--- config.mk ---
export PLATFORM = sky130hd
export DESIGN_NAME = board_validator_seq
export DESIGN_NICKNAME = d
export VERILOG_FILES = /design/src/rtl/board_validator_seq.sv
export SDC_FILE = /design/constraint.sdc
export NUM_CORES = 1
export LEC_CHECK = 0
export BUFFER_PORTS_ARGS = -buffer_cell sky130_fd_sc_hd__buf_2
export CAP_MARGIN = 20
export CORE_UTILIZATION = 35
export CTS_CLUSTER_DIAMETER = 80
export DETAILED_ROUTE_END_ITERATION = 10
export GPL_TIMING_DRIVEN = 0
export SETUP_SLACK_MARGIN = 0.4
export SYNTH_ARGS = -nofsm -noshare
export SYNTH_HDL_FRONTEND = slang
export SYNTH_SLANG_ARGS = --single-unit
--- constraint.sdc ---
create_clock -name clk -period 7.1 [get_ports clk]
set_input_delay 1.42 -clock clk [delete_from_list [all_inputs] [get_ports clk]]
set_output_delay 1.42 -clock clk [all_outputs]
set_load 0.05 [all_outputs]
--- src/rtl/board_validator_seq.sv ---
// Sequential chess move validator: checks one move request against the board and
// walks the path of long sliding moves one intermediate square per cycle.
module board_validator_seq #(
  parameter int DIM   = 8,
  parameter int PW    = 4,
  parameter int EMPTY = 12,
  parameter int CW    = $clog2(DIM)
) (
  input  logic                               clk,
  input  logic                               reset_n,
  input  logic                               req_valid,
  output logic                               req_ready,
  input  logic [CW-1:0]                      old_x,
  input  logic [CW-1:0]                      old_y,
  input  logic [CW-1:0]                      new_x,
  input  logic [CW-1:0]                      new_y,
  input  logic [DIM-1:0][DIM-1:0][PW-1:0]    board_in,
  output logic                               rsp_valid,
  input  logic                               rsp_ready,
  output logic                               rsp_legal,
  output logic [2:0]                         rsp_reason,
  output logic                               busy
);

  typedef enum logic [1:0] {IDLE, DECODE, SCAN, RESP} state_t;

  localparam logic [2:0] R_OK    = 3'd0;
  localparam logic [2:0] R_NULL  = 3'd1;
  localparam logic [2:0] R_EMPTY = 3'd2;
  localparam logic [2:0] R_OWN   = 3'd3;
  localparam logic [2:0] R_GEO   = 3'd4;
  localparam logic [2:0] R_BLK   = 3'd5;
  localparam logic [2:0] R_OOR   = 3'd6;

  state_t        state;
  logic [CW-1:0] ox, oy, nx, ny;
  logic [CW-1:0] px, py, sx, sy, cnt;

  function automatic logic in_rng(input logic [CW-1:0] c);
    return int'(c) < DIM;
  endfunction

  // Off-board coordinates read as empty so no index >= DIM is ever used.
  function automatic logic [PW-1:0] sq(input logic [CW-1:0] x, input logic [CW-1:0] y);
    logic [PW-1:0] p;
    p = PW'(EMPTY);
    if (in_rng(x) && in_rng(y)) p = board_in[y][x];
    return p;
  endfunction

  function automatic logic is_occ(input logic [PW-1:0] p);
    return int'(p) < 12;
  endfunction

  function automatic logic is_white(input logic [PW-1:0] p);
    return int'(p) < 6;
  endfunction

  function automatic logic [2:0] kind(input logic [PW-1:0] p);
    return 3'(is_white(p) ? p : p - PW'(6));
  endfunction

  logic signed [CW:0] dx, dy, ax, ay, dd, dy_f;
  logic [PW-1:0]      src_p, dst_p;
  logic [CW-1:0]      stx, sty;
  logic               src_w, dst_occ, geo_ok, slide, p_step, p_dbl, p_blk;
  logic [2:0]         dec_reason;
  logic               dec_scan;

  always_comb begin
    src_p   = sq(ox, oy);
    dst_p   = sq(nx, ny);
    src_w   = is_white(src_p);
    dst_occ = is_occ(dst_p);
    dx      = $signed({1'b0, nx}) - $signed({1'b0, ox});
    dy      = $signed({1'b0, ny}) - $signed({1'b0, oy});
    ax      = dx[CW] ? -dx : dx;
    ay      = dy[CW] ? -dy : dy;
    dd      = (ax > ay) ? ax : ay;
    // dy_f is dy measured in the mover's forward direction
    dy_f    = src_w ? dy : -dy;
    stx     = dx[CW] ? '1 : ((dx != 0) ? CW'(1) : '0);
    sty     = dy[CW] ? '1 : ((dy != 0) ? CW'(1) : '0);
    p_step  = (dx == 0) && (dy_f == 1);
    p_dbl   = (dx == 0) && (dy_f == 2) && (oy == (src_w ? CW'(1) : CW'(DIM - 2)));
    geo_ok  = 1'b0;
    slide   = 1'b0;
    p_blk   = 1'b0;
    case (kind(src_p))
      3'd0: begin geo_ok = (dx == 0) || (dy == 0); slide = 1'b1; end
      3'd1: geo_ok = ((ax == 1) && (ay == 2)) || ((ax == 2) && (ay == 1));
      3'd2: begin geo_ok = (ax == ay); slide = 1'b1; end
      3'd3: begin geo_ok = (dx == 0) || (dy == 0) || (ax == ay); slide = 1'b1; end
      3'd4: geo_ok = (dd == 1);
      default: begin
        geo_ok = p_step || p_dbl || ((ax == 1) && (dy_f == 1) && dst_occ);
        slide  = p_dbl;
        p_blk  = (p_step || p_dbl) && dst_occ;
      end
    endcase

    dec_reason = R_OK;
    dec_scan   = 1'b0;
    if (!(in_rng(ox) && in_rng(oy) && in_rng(nx) && in_rng(ny))) dec_reason = R_OOR;
    else if (dd == 0)                                             dec_reason = R_NULL;
    else if (!is_occ(src_p))                                      dec_reason = R_EMPTY;
    else if (!geo_ok)                                             dec_reason = R_GEO;
    else if (p_blk)                                               dec_reason = R_BLK;
    else if (dst_occ && (is_white(dst_p) == src_w))               dec_reason = R_OWN;
    else if (slide && (dd > 1))                                   dec_scan   = 1'b1;
  end

  always_ff @(posedge clk or negedge reset_n) begin
    if (!reset_n) begin
      state      <= IDLE;
      ox         <= '0;
      oy         <= '0;
      nx         <= '0;
      ny         <= '0;
      px         <= '0;
      py         <= '0;
      sx         <= '0;
      sy         <= '0;
      cnt        <= '0;
      rsp_valid  <= 1'b0;
      rsp_legal  <= 1'b0;
      rsp_reason <= R_OK;
    end else begin
      case (state)
        IDLE: if (req_valid) begin
          ox    <= old_x;
          oy    <= old_y;
          nx    <= new_x;
          ny    <= new_y;
          state <= DECODE;
        end
        DECODE: if (dec_scan) begin
          px    <= ox + stx;
          py    <= oy + sty;
          sx    <= stx;
          sy    <= sty;
          cnt   <= CW'(dd - 1);
          state <= SCAN;
        end else begin
          rsp_valid  <= 1'b1;
          rsp_legal  <= (dec_reason == R_OK);
          rsp_reason <= dec_reason;
          state      <= RESP;
        end
        // cnt holds the number of intermediate squares still to examine
        SCAN: if (is_occ(sq(px, py))) begin
          rsp_valid  <= 1'b1;
          rsp_legal  <= 1'b0;
          rsp_reason <= R_BLK;
          state      <= RESP;
        end else if (cnt == CW'(1)) begin
          rsp_valid  <= 1'b1;
          rsp_legal  <= 1'b1;
          rsp_reason <= R_OK;
          state      <= RESP;
        end else begin
          px  <= px + sx;
          py  <= py + sy;
          cnt <= cnt - CW'(1);
        end
        RESP: if (rsp_ready) begin
          rsp_valid  <= 1'b0;
          rsp_legal  <= 1'b0;
          rsp_reason <= R_OK;
          state      <= IDLE;
        end
        default: state <= IDLE;
      endcase
    end
  end

  assign req_ready = (state == IDLE);
  assign busy      = (state != IDLE);

endmodule

==> reports/results.txt, run 1 <==
outcome -> complete, no violations
Cell variety after synth -> 68
I/O pin count -> 279
Critical-path top delay cell -> fa_2
Die H -> 147 microns
# setup viols final -> 0
synth warn -> 0
Fin Setup TNS -> 0 ns
Startpoint Class -> register
Required @ worst endpoint -> 7.26 ns
Chip Width -> 147 microns
CTS tree -> yes
Final Hold Vio Count -> 0
nets@finish -> 1389
Slew @ Worst Pin -> 1.05 ns
Power Density -> 700 nW/um^2
Multi-input gate area -> 6120 sq um
Tmin final -> 6.36 ns
layout cells sized above 1 -> 42.4%
area grow syn2layout -> 26.9%
max cap viols -> 0
fill cell count -> 2033
CTS clock-pin slew for the worst setup and hold paths -> 0.06 ns
main flop type after synthesis -> dfrtp_1
Fmax -> 0.157 GHz
cell mode on critical path -> inv_1
crit-path leading delay family -> adder cells
RSZ-0062 raised after global routing -> false
initial core utilization -> 36.0%
htree depth -> 2
Sinks on Clock Net -> 32
DR DRC count -> 0
register area share after synthesis -> 10.9%
largest net degree at the start of global routing -> 33
GR Overflow Total -> 0
Placer Congestion -> 0.977
core box area -> 20400 sq um
first-pass GRT wire length -> 49900 microns
Post-Synthesis Cell Area -> 7350 sq um
number of synthesized flops with an enable pin -> 0
crit path DAT -> 6.51 ns
Row Count -> 52
Critical Path Max Stage Delay -> 0.58 ns
Worst Path Buf+Inv -> 10
Port Buffers -> 278
remaining antenna violation count -> 0
Async S/R FF share, synth -> 100%
CP Class -> register to register
Pre-Repair DR Iteration Count -> 5
dpl cell area -> 9080 sq um
Root Driver -> clkbuf_16
cts bufs inserted -> 5
Lkg Pwr -> 0.00402 uW
register bit total from synthesis -> 32
clock latency on the worst-skew pair -> 0.28 ns
drt total wl -> 33700 microns
initial antenna violation count -> 1
vias in the first global route -> 8418
Max Slew Vio Count -> 0
hold crit path type -> register to register
cts hold-fix bufs -> 0
DIE AREA -> 21600 sq um
fin crit share -> 89.5%
Mapped Cells -> 795
clk buf depth -> 2
Tot GR Track Use -> 30.9%
Final Skew -> 0.00229 ns
sequential cell area -> 801 sq um
Setup crit end kind -> register
Avg Cell Area, Syn -> 9.24 sq um
design area -> 9320 sq um
syn_nets -> 1098
routed via count -> 8453
dpl hpwl -> 27600 microns
Routed wire per std cell -> 24.8 microns
Crit Path Max Fanout -> 10
Worst IR Drop VDD -> 0.496 mV
routed vias/inst -> 6.22
Iteration-0 DRC Markers -> 807
Slew headroom -> 29.6%
[layer usage]
metal	global-route usage [%]	up-vias	part of all wire (%)	routed length, microns
met4	9.79	0	2.9	985
li1	-	3711	-	-
met3	5.25	56	11	3550
met5	0	-	0	0
met2	49.9	566	46	15600
met1	42.0	4120	40	13600
[report_power, final]
group,total (uW),switching [uW],internal (uW)
Sequential,361,79.3,281
Combinational,5950,3370,2570
Clock,222,83.5,138
Total,6530,3540,2990
[flip-flops by register name (all words and copies together), names as in the netlist]
name	cells
oy	3
ny	3
cnt	3
px	3
state	2
rsp_reason	3
ox	3
rsp_legal	1
sx	2
rsp_valid	1
nx	3
py	3
sy	2
[through the flow]
stage	util, %	worst slack (ns)	power (uW)	hold slack [ns]	cells
detailed placement	44.4	-0.511	5570	0.491	1343
global route	45.6	0.396	7050	0.514	1358
global placement	44.4	-0.461	5580	0.482	1343
floorplan	-	0.810	4310	0.468	795
finish	45.6	0.743	6530	0.499	1358
CTS	45.4	0.515	6240	0.504	1354
[layout by cell type, fill, tap and decap left out, types with 14 or more instances in the layout]
| cell type | netlist | layout |
|---|---|---|
| mux2i_1 | 56 | 55 |
| nor2_1 | 31 | 30 |
| inv_1 | 38 | 38 |
| nor2b_1 | 17 | 17 |
| dfrtp_1 | 32 | 32 |
| nand3_1 | 60 | 60 |
| clkbuf_1 | 34 | 33 |
| nor3_1 | 14 | 14 |
| ha_1 | 25 | 25 |
| nand2_1 | 81 | 81 |
| buf_2 | 15 | 290 |
| o211ai_1 | 20 | 20 |
| a21oi_1 | 29 | 28 |
| a22oi_1 | 26 | 26 |
| buf_4 | 5 | 14 |
| o21ai_0 | 64 | 64 |
| mux2_2 | 27 | 27 |
| mux4_2 | 98 | 98 |
[worst paths after layout]
kind | from | end | slack, ns | cells past startpoint
max | ny[0] | rsp_valid | 0.74 | 29
min | sy[0] | sy[0] | 0.50 | 1
max reg2reg | ny[0] | rsp_valid | 0.74 | 29
min reg2reg | sy[0] | sy[0] | 0.50 | 1
max in group asynchronous | reset_n | sy[0] | 5.38 | 1
min in group asynchronous | reset_n | rsp_reason[0] | 1.21 | 1
[logic make-up (layout without fill, tap and decap cells)]
| logic type | Yosys count | after routing | share of synthesized area [%] |
|---|---|---|---|
| AND/OR/NAND/NOR | 233 | 233 | 15.0 |
| XOR/XNOR | 13 | 13 | 1.55 |
| AO/OA/AOI/OAI | 197 | 197 | 17.9 |
| multiplexers | 184 | 184 | 42.4 |
| other | 0 | 1 | 0 |
| flip-flops | 32 | 32 | 10.9 |
| adder cells (fa/ha/maj) | 31 | 31 | 5.89 |
| buffers and inverters | 105 | 397 | 6.39 |
[cell type report]
type | count | area share (%)
multi-input combinational | 658 | 65.6
tap | 270 | 3.62
sequential | 32 | 8.59
clock inverter | 2 | 0.107
buffer | 65 | 3.52
timing repair buffer | 284 | 15.4
inverter | 40 | 1.62
clock buffer | 6 | 1.49
antenna | 1 | 0.0268
[repair_timing]
action                                  CTS  global route
resized for setup                         6             8
endpoints found under the setup margin   19            19
setup buffers                             3             3
pin swaps                                 1             3
[synth_stat cells, types with 6 or more instances]
cell type / number / area, sq um
a211oi_1: 7 / 52.6
a21oi_1: 29 / 145
a22oi_1: 26 / 195
a31oi_1: 9 / 56.3
and2_1: 6 / 37.5
buf_1: 6 / 22.5
buf_2: 15 / 75.1
clkbuf_1: 34 / 128
dfrtp_1: 32 / 801
fa_1: 6 / 120
ha_1: 25 / 313
inv_1: 38 / 143
mux2_2: 27 / 304
mux2i_1: 56 / 561
mux4_2: 98 / 2210
nand2_1: 81 / 304
nand3_1: 60 / 300
nor2_1: 31 / 116
nor2b_1: 17 / 106
nor3_1: 14 / 70.1
o211ai_1: 20 / 150
o21ai_0: 64 / 320
o22ai_1: 6 / 37.5
xnor2_1: 8 / 70.1
Power figures use the tool's default switching activity.
==> run 2, diff against run 1 <==
--- a/config.mk
+++ b/config.mk
@@ -7,6 +7,8 @@
 export LEC_CHECK = 0
 export BUFFER_PORTS_ARGS = -buffer_cell sky130_fd_sc_hd__buf_2
 export CAP_MARGIN = 20
+export CORE_ASPECT_RATIO = 0.5
+export CORE_MARGIN = 1
 export CORE_UTILIZATION = 35
 export CTS_CLUSTER_DIAMETER = 80
 export DETAILED_ROUTE_END_ITERATION = 10
==> reports/results.txt, run 2 (synthesized netlist as in run 1, its figures left out) <==
commonest non-fill, non-tap cell in the layout -> buf_2
Tmin final -> 6.33 ns (-0.0246 ns)
HP Start -> rsp_reason[1]
Iteration-0 DRC Markers -> 921 (+14%)
Setup crit end kind -> register
max cap viols -> 0 (unchanged)
hold crit path type -> register to register
largest net degree at the start of global routing -> 33 (unchanged)
CTS tree -> yes
crit-path leading delay family -> compound AO/OA/AOI/OAI gates
Critical-path top delay cell -> fa_1
layout cells sized above 1 -> 42.1% (-0.31 points)
GR Overflow Total -> 0 (unchanged)
crit path DAT -> 6.49 ns (-0.02 ns)
Port Buffers -> 278 (unchanged)
htree depth -> 2 (unchanged)
Crit Path Max Fanout -> 10 (unchanged)
CP Class -> register to register
dpl hpwl -> 27100 microns (-1.5%)
r2r startpoint -> ny[0]
drt total wl -> 33100 microns (-1.8%)
design area -> 9320 sq um (about the same)
Fmax -> 0.158 GHz (+0.39%)
Power Density -> 686 nW/um^2 (-2.1%)
Row Count -> 37 (-29%)
I/O pin count -> 279 (unchanged)
Root Driver -> clkbuf_16
Final Hold Vio Count -> 0 (unchanged)
cts hold-fix bufs -> 0 (unchanged)
Lkg Pwr -> 0.00400 uW (-0.36%)
Pre-Repair DR Iteration Count -> 7 (+2)
crit path from -> ny[0]
clock latency on the worst-skew pair -> 0.28 ns (about the same)
Finished Layout Cells -> 1358 (unchanged)
most frequent cells in the layout -> buf_2, mux4_2, nand2_1
cell count after placement -> 1346 (+0.22%)
dpl cell area -> 9080 sq um (about the same)
DR DRC count -> 0 (unchanged)
# setup viols final -> 0 (unchanged)
Routed wire per std cell -> 24.4 microns (-1.8%)
WHS -> 0.496 ns (-0.00355 ns)
outcome -> complete, no violations
Sinks on Clock Net -> 32 (unchanged)
initial core utilization -> 35.7% (-0.22 points)
Die H -> 104 microns (-29%)
nets@finish -> 1385 (-0.29%)
DIE AREA -> 21600 sq um (+0.16%)
CTS clock-pin slew for the worst setup and hold paths -> 0.06 ns (about the same)
fin crit share -> 89.2% (-0.35 points)
Required @ worst endpoint -> 7.26 ns (about the same)
area grow syn2layout -> 26.8% (about the same)
RSZ-0062 raised after global routing -> false
routed vias/inst -> 6.23 (+0.14%)
Worst IR Drop VDD -> 0.577 mV (+16%)
clk buf depth -> 2 (unchanged)
Slew headroom -> 25.0% (-4.6 points)
Tot GR Track Use -> 30.7% (-0.15 points)
Placer Congestion -> 0.952 (-2.5%)
Max Slew Vio Count -> 0 (unchanged)
Startpoint Class -> register
remaining antenna violation count -> 0 (unchanged)
vias in the first global route -> 8577 (+1.9%)
Slew @ Worst Pin -> 1.12 ns (+0.0692 ns)
Chip Width -> 207 microns (+41%)
cts bufs inserted -> 5 (unchanged)
core box area -> 20600 sq um (+0.61%)
Final Skew -> 0.00537 ns (+0.00308 ns)
first-pass GRT wire length -> 50000 microns (+0.19%)
Worst Path Buf+Inv -> 8 (-2)
Critical Path Max Stage Delay -> 0.59 ns (about the same)
routed via count -> 8465 (+0.14%)
initial antenna violation count -> 2 (+1)
-- run 2: cell count changes in the layout (fill, tap and decap cells not counted) --
| cell | before | now |
|---|---|---|
| fa_2 | 1 | 0 |
| buf_4 | 14 | 10 |
| clkinv_2 | 3 | 1 |
| bufinv_16 | 0 | 1 |
| clkinvlp_4 | 0 | 1 |
| fa_1 | 5 | 6 |
| diode_2 | 1 | 2 |
| clkbuf_8 | 1 | 0 |
| inv_4 | 0 | 1 |
-- run 2: cell type report --
| cell class | count | area (sq um) |
|---|---|---|
| fillers | 2102 | 11200 |
| multi-input cells | 658 | 6120 |
| repair buffers | 280 | 1410 |
| flip-flops and latches | 32 | 801 |
| well taps | 273 | 342 |
| plain buffers | 65 | 328 |
| inverters | 40 | 153 |
| clock buffers | 5 | 125 |
| clock inverters | 3 | 42.5 |
| diodes | 2 | 5.00 |
-- run 2: layer usage --
| metal | share of wire [%] | vias to the layer above | track usage, % |
|---|---|---|---|
| met3 | 9.4 | 60 | 4.76 |
| met2 | 46 | 497 | 48.8 |
| met5 | 0 | - | 0 |
| li1 | - | 3694 | - |
| met1 | 42 | 4214 | 43.4 |
| met4 | 2.0 | 0 | 7.72 |
-- run 2: report_power, final --
group / internal (uW) / switching (uW) / total (uW)
registers: 281 / 91.3 / 372
clock network: 165 / 81.6 / 246
logic: 2430 / 3340 / 5770
-- run 2: worst register-to-register path: cells and delay by family, from the launching register on --
family,cells,cell delay (ns)
adders and majority gates,5,1.49
AOI/OAI and AO/OA,7,1.49
buffers and inverters,8,1.18
and+or+nand+nor,6,1.10
DFF,1,0.37
muxes,1,0.34
xor gates and xnor gates,1,0.22
-- run 2: repair_timing --
action                                  in CTS  in global routing
resized for setup                            6                  8
endpoints found under the setup margin      19                 19
pin swaps                                    1                  1
setup buffers                                1                  1
-- run 2: final timing paths --
| kind | to | slack (ns) | cells past startpoint |
|---|---|---|---|
| worst min-delay path | rsp_reason[1] | 0.50 | 1 |
| worst min register to register | rsp_reason[1] | 0.50 | 1 |
| min in group asynchronous | state[1] | 1.22 | 1 |
| worst max register to register | rsp_reason[0] | 0.77 | 28 |
| max in group asynchronous | ox[1] | 5.40 | 1 |
| worst max-delay path | rsp_reason[0] | 0.77 | 28 |
-- run 2: stage by stage --
stage	setup slack, ns	setup TNS [ns]	util, %	total power [uW]
3_5_place_dp	-0.510	-6.38	44.2	5650
2_1_floorplan	0.810	0	-	4310
6_report	0.768	0	45.3	6390
4_1_cts	0.432	0	45.1	6200
3_3_place_gp	-0.464	-5.62	44.2	5550
5_1_grt	0.384	0	45.3	6910
==> run 3, diff against run 2 <==
--- a/config.mk
+++ b/config.mk
@@ -5,6 +5,7 @@
 export SDC_FILE = /design/constraint.sdc
 export NUM_CORES = 1
 export LEC_CHECK = 0
+export ABC_AREA = 1
 export BUFFER_PORTS_ARGS = -buffer_cell sky130_fd_sc_hd__buf_2
 export CAP_MARGIN = 20
 export CORE_ASPECT_RATIO = 0.5
==> reports/results.txt, run 3 <==
Synth area leader -> nand3_1
vias in the first global route -> 11600 (+35%)
Pre-Repair DR Iteration Count -> 8 (+1)
CTS clock-pin slew for the worst setup and hold paths -> 0.05 ns (about the same)
Async S/R FF share, synth -> 100% (unchanged)
synth warn -> 0 (unchanged)
Row Count -> 38 (+2.7%)
Iteration-0 DRC Markers -> 1934 (+110%)
Routed wire per std cell -> 23.1 microns (-5.3%)
RSZ-0062 raised after global routing -> false
fin crit share -> 88.0% (-1.1 points)
Fmax -> 0.160 GHz (+1.3%)
Tot GR Track Use -> 40.5% (+9.7 points)
dpl cell area -> 9720 sq um (+7.0%)
Port Buffers -> 278 (unchanged)
initial antenna violation count -> 1 (-1)
max cap viols -> 0 (unchanged)
Slew headroom -> 27.9% (+2.9 points)
main flop type after synthesis -> dfrtp_1
Tmin final -> 6.25 ns (-0.0812 ns)
Cell variety after synth -> 38 (-44%)
Post-CTS Setup Bufs -> 0 (-1)
routed via count -> 12500 (+48%)
Final Skew -> 0.00448 ns (-0.000889 ns)
r2r endpoint -> py[1]
commonest non-fill, non-tap cell in the layout -> nand2_1
GR Overflow Total -> 0 (unchanged)
CP Class -> register to register
syn_nets -> 1819 (+66%)
total power -> 6310 uW (-1.2%)
initial core utilization -> 36.2% (+0.44 points)
Fin Setup TNS -> 0 ns (unchanged)
DR DRC count -> 0 (unchanged)
Worst IR Drop VDD -> 0.827 mV (+43%)
fill cell count -> 2577 (+23%)
most common cell in the netlist -> nand2_1
Lkg Pwr -> 0.00512 uW (+28%)
Setup crit end kind -> register
Required @ worst endpoint -> 7.22 ns (-0.04 ns)
DIE AREA -> 23400 sq um (+8.1%)
cts bufs inserted -> 5 (unchanged)
FF-to-FF setup slack -> 0.85 ns (+0.08 ns)
Chip Width -> 215 microns (+4.0%)
Startpoint Class -> register
Power Density -> 641 nW/um^2 (-6.6%)
first-pass GRT wire length -> 70800 microns (+42%)
register bit total from synthesis -> 32 (unchanged)
CTS tree -> yes
number of synthesized flops with an enable pin -> 0 (unchanged)
synth cell count leaders -> nand2_1, nand3_1, inv_1
share of the synthesized area in the top cell type -> 19.0% (-11 points)
dpl hpwl -> 36900 microns (+36%)
Placer Congestion -> 1.07 (+12%)
Sinks on Clock Net -> 32 (unchanged)
# resized after CTS -> 0 (-6)
hold endpoint -> rsp_reason[2]
cts hold-fix bufs -> 0 (unchanged)
WHS -> 0.476 ns (-0.0194 ns)
design area -> 9850 sq um (+5.7%)
# setup viols final -> 0 (unchanged)
Slew @ Worst Pin -> 1.08 ns (-0.0398 ns)
Post-Synthesis Cell Area -> 7950 sq um (+8.2%)
Critical-path top delay cell -> clkbuf_1
clock latency on the worst-skew pair -> 0.27 ns (about the same)
core box area -> 22000 sq um (+6.9%)
Mapped Cells -> 1516 (+91%)
Multi-input gate area -> 6020 sq um (-1.6%)
Avg Cell Area, Syn -> 5.24 sq um (-43%)
drt total wl -> 48600 microns (+47%)
layout cells sized above 1 -> 19.8% (-22 points)
HP Start -> rsp_reason[2]
I/O pin count -> 279 (unchanged)
crit path DAT -> 6.37 ns (-0.12 ns)
most frequent cells in the layout -> nand2_1, buf_2, nand3_1
Worst Reg-to-Reg Cells -> 28 (unchanged)
largest net degree at the start of global routing -> 33 (unchanged)
clk buf depth -> 2 (unchanged)
cell mode on critical path -> inv_1
hold crit path type -> register to register
nets@finish -> 2104 (+52%)
Max Slew Vio Count -> 0 (unchanged)
outcome -> complete, no violations
htree depth -> 2 (unchanged)
synth top area cells -> nand3_1, nand2_1, dfrtp_1
Root Driver -> clkbuf_16
worst hold path cell count -> 2 (+1)
Crit Path Max Fanout -> 10 (unchanged)
sequential cell area -> 801 sq um (unchanged)
Die H -> 109 microns (+3.9%)
register area share after synthesis -> 10.1% (-0.83 points)
area grow syn2layout -> 23.9%
routed vias/inst -> 5.95 (-4.5%)
remaining antenna violation count -> 0 (unchanged)
Final Hold Vio Count -> 0 (unchanged)
Critical Path Max Stage Delay -> 0.77 ns (+0.18 ns)
r2r startpoint -> nx[0]
-- run 3: changes by cell type in the layout (fill, tap and decap cells not counted), sizes merged, moves of 26 or more --
cell and delta:
nand2 +309, a22oi -26, mux4 -98, inv +117, nand3 +243, mux2i -56, mux2 -30, nor2 +66
buf +29, o21ai +111, a21oi +81
-- run 3: worst max-delay path by stage --
stage	startpoint	to	slack, ns	cells past startpoint
after global placement	nx[0]	py[1]	1.04	28
after floorplan	ny[0]	py[1]	2.23	30
after global routing	nx[0]	rsp_reason[2]	0.41	29
after detailed placement	nx[0]	py[1]	1.06	28
after CTS	nx[0]	py[1]	1.01	28
final	nx[0]	py[1]	0.85	28
-- run 3: area by class of cell --
class	instances	share of cell area, %
Multi-Input combinational cell	1215	61.1
Tap cell	300	3.81
Timing Repair Buffer	278	14.1
Sequential cell	32	8.13
Clock inverter	1	0.0508
Buffer	109	5.40
Clock buffer	6	1.31
Antenna cell	1	0.0254
Inverter	160	6.10
-- run 3: critical path, delay by kind of cell, from the launching register on --
family / cells / cell delay (ns)
flops: 1 / 0.47
fa+ha+maj: 5 / 1.50
simple gates: 9 / 1.00
buf+inv: 8 / 1.55
xor+xnor: 1 / 0.34
compound gates: 5 / 1.24
-- run 3: cells by family (layout without fill, tap and decap cells) --
group | Yosys count | after routing | synth area share (%)
and+or+nand+nor | 823 | 823 | 44.7
AOI/OAI and AO/OA | 352 | 352 | 24.6
buffers and inverters | 269 | 554 | 14.2
DFF | 32 | 32 | 10.1
adders and majority gates | 31 | 31 | 5.45
xor gates and xnor gates | 9 | 9 | 0.992
other | 0 | 1 | 0
-- run 3: through the flow --
stage          instances  setup slack (ns)  utilization (%)
4_1_cts             2101              1.01             44.8
2_1_floorplan       1516              2.23                -
5_1_grt             2102             0.409             44.9
3_5_place_dp        2094              1.06             44.2
6_report            2102             0.849             44.9
3_3_place_gp        2094              1.04             44.2
-- run 3: report_power, final --
| group | internal [uW] | switching (uW) | total [uW] |
|---|---|---|---|
| clock | 127 | 77.3 | 205 |
| sequential | 275 | 106 | 381 |
| combinational | 1710 | 4010 | 5730 |
-- run 3: per-layer routing --
metal	vias to the layer above	wire, microns	share of wire (%)	track usage (%)
met4	2	1650	3.4	13.9
met3	131	6970	14	12.7
met2	900	19900	41	61.5
met5	-	85	0.17	2.71
met1	5814	20000	41	53.7
li1	5668	-	-	-
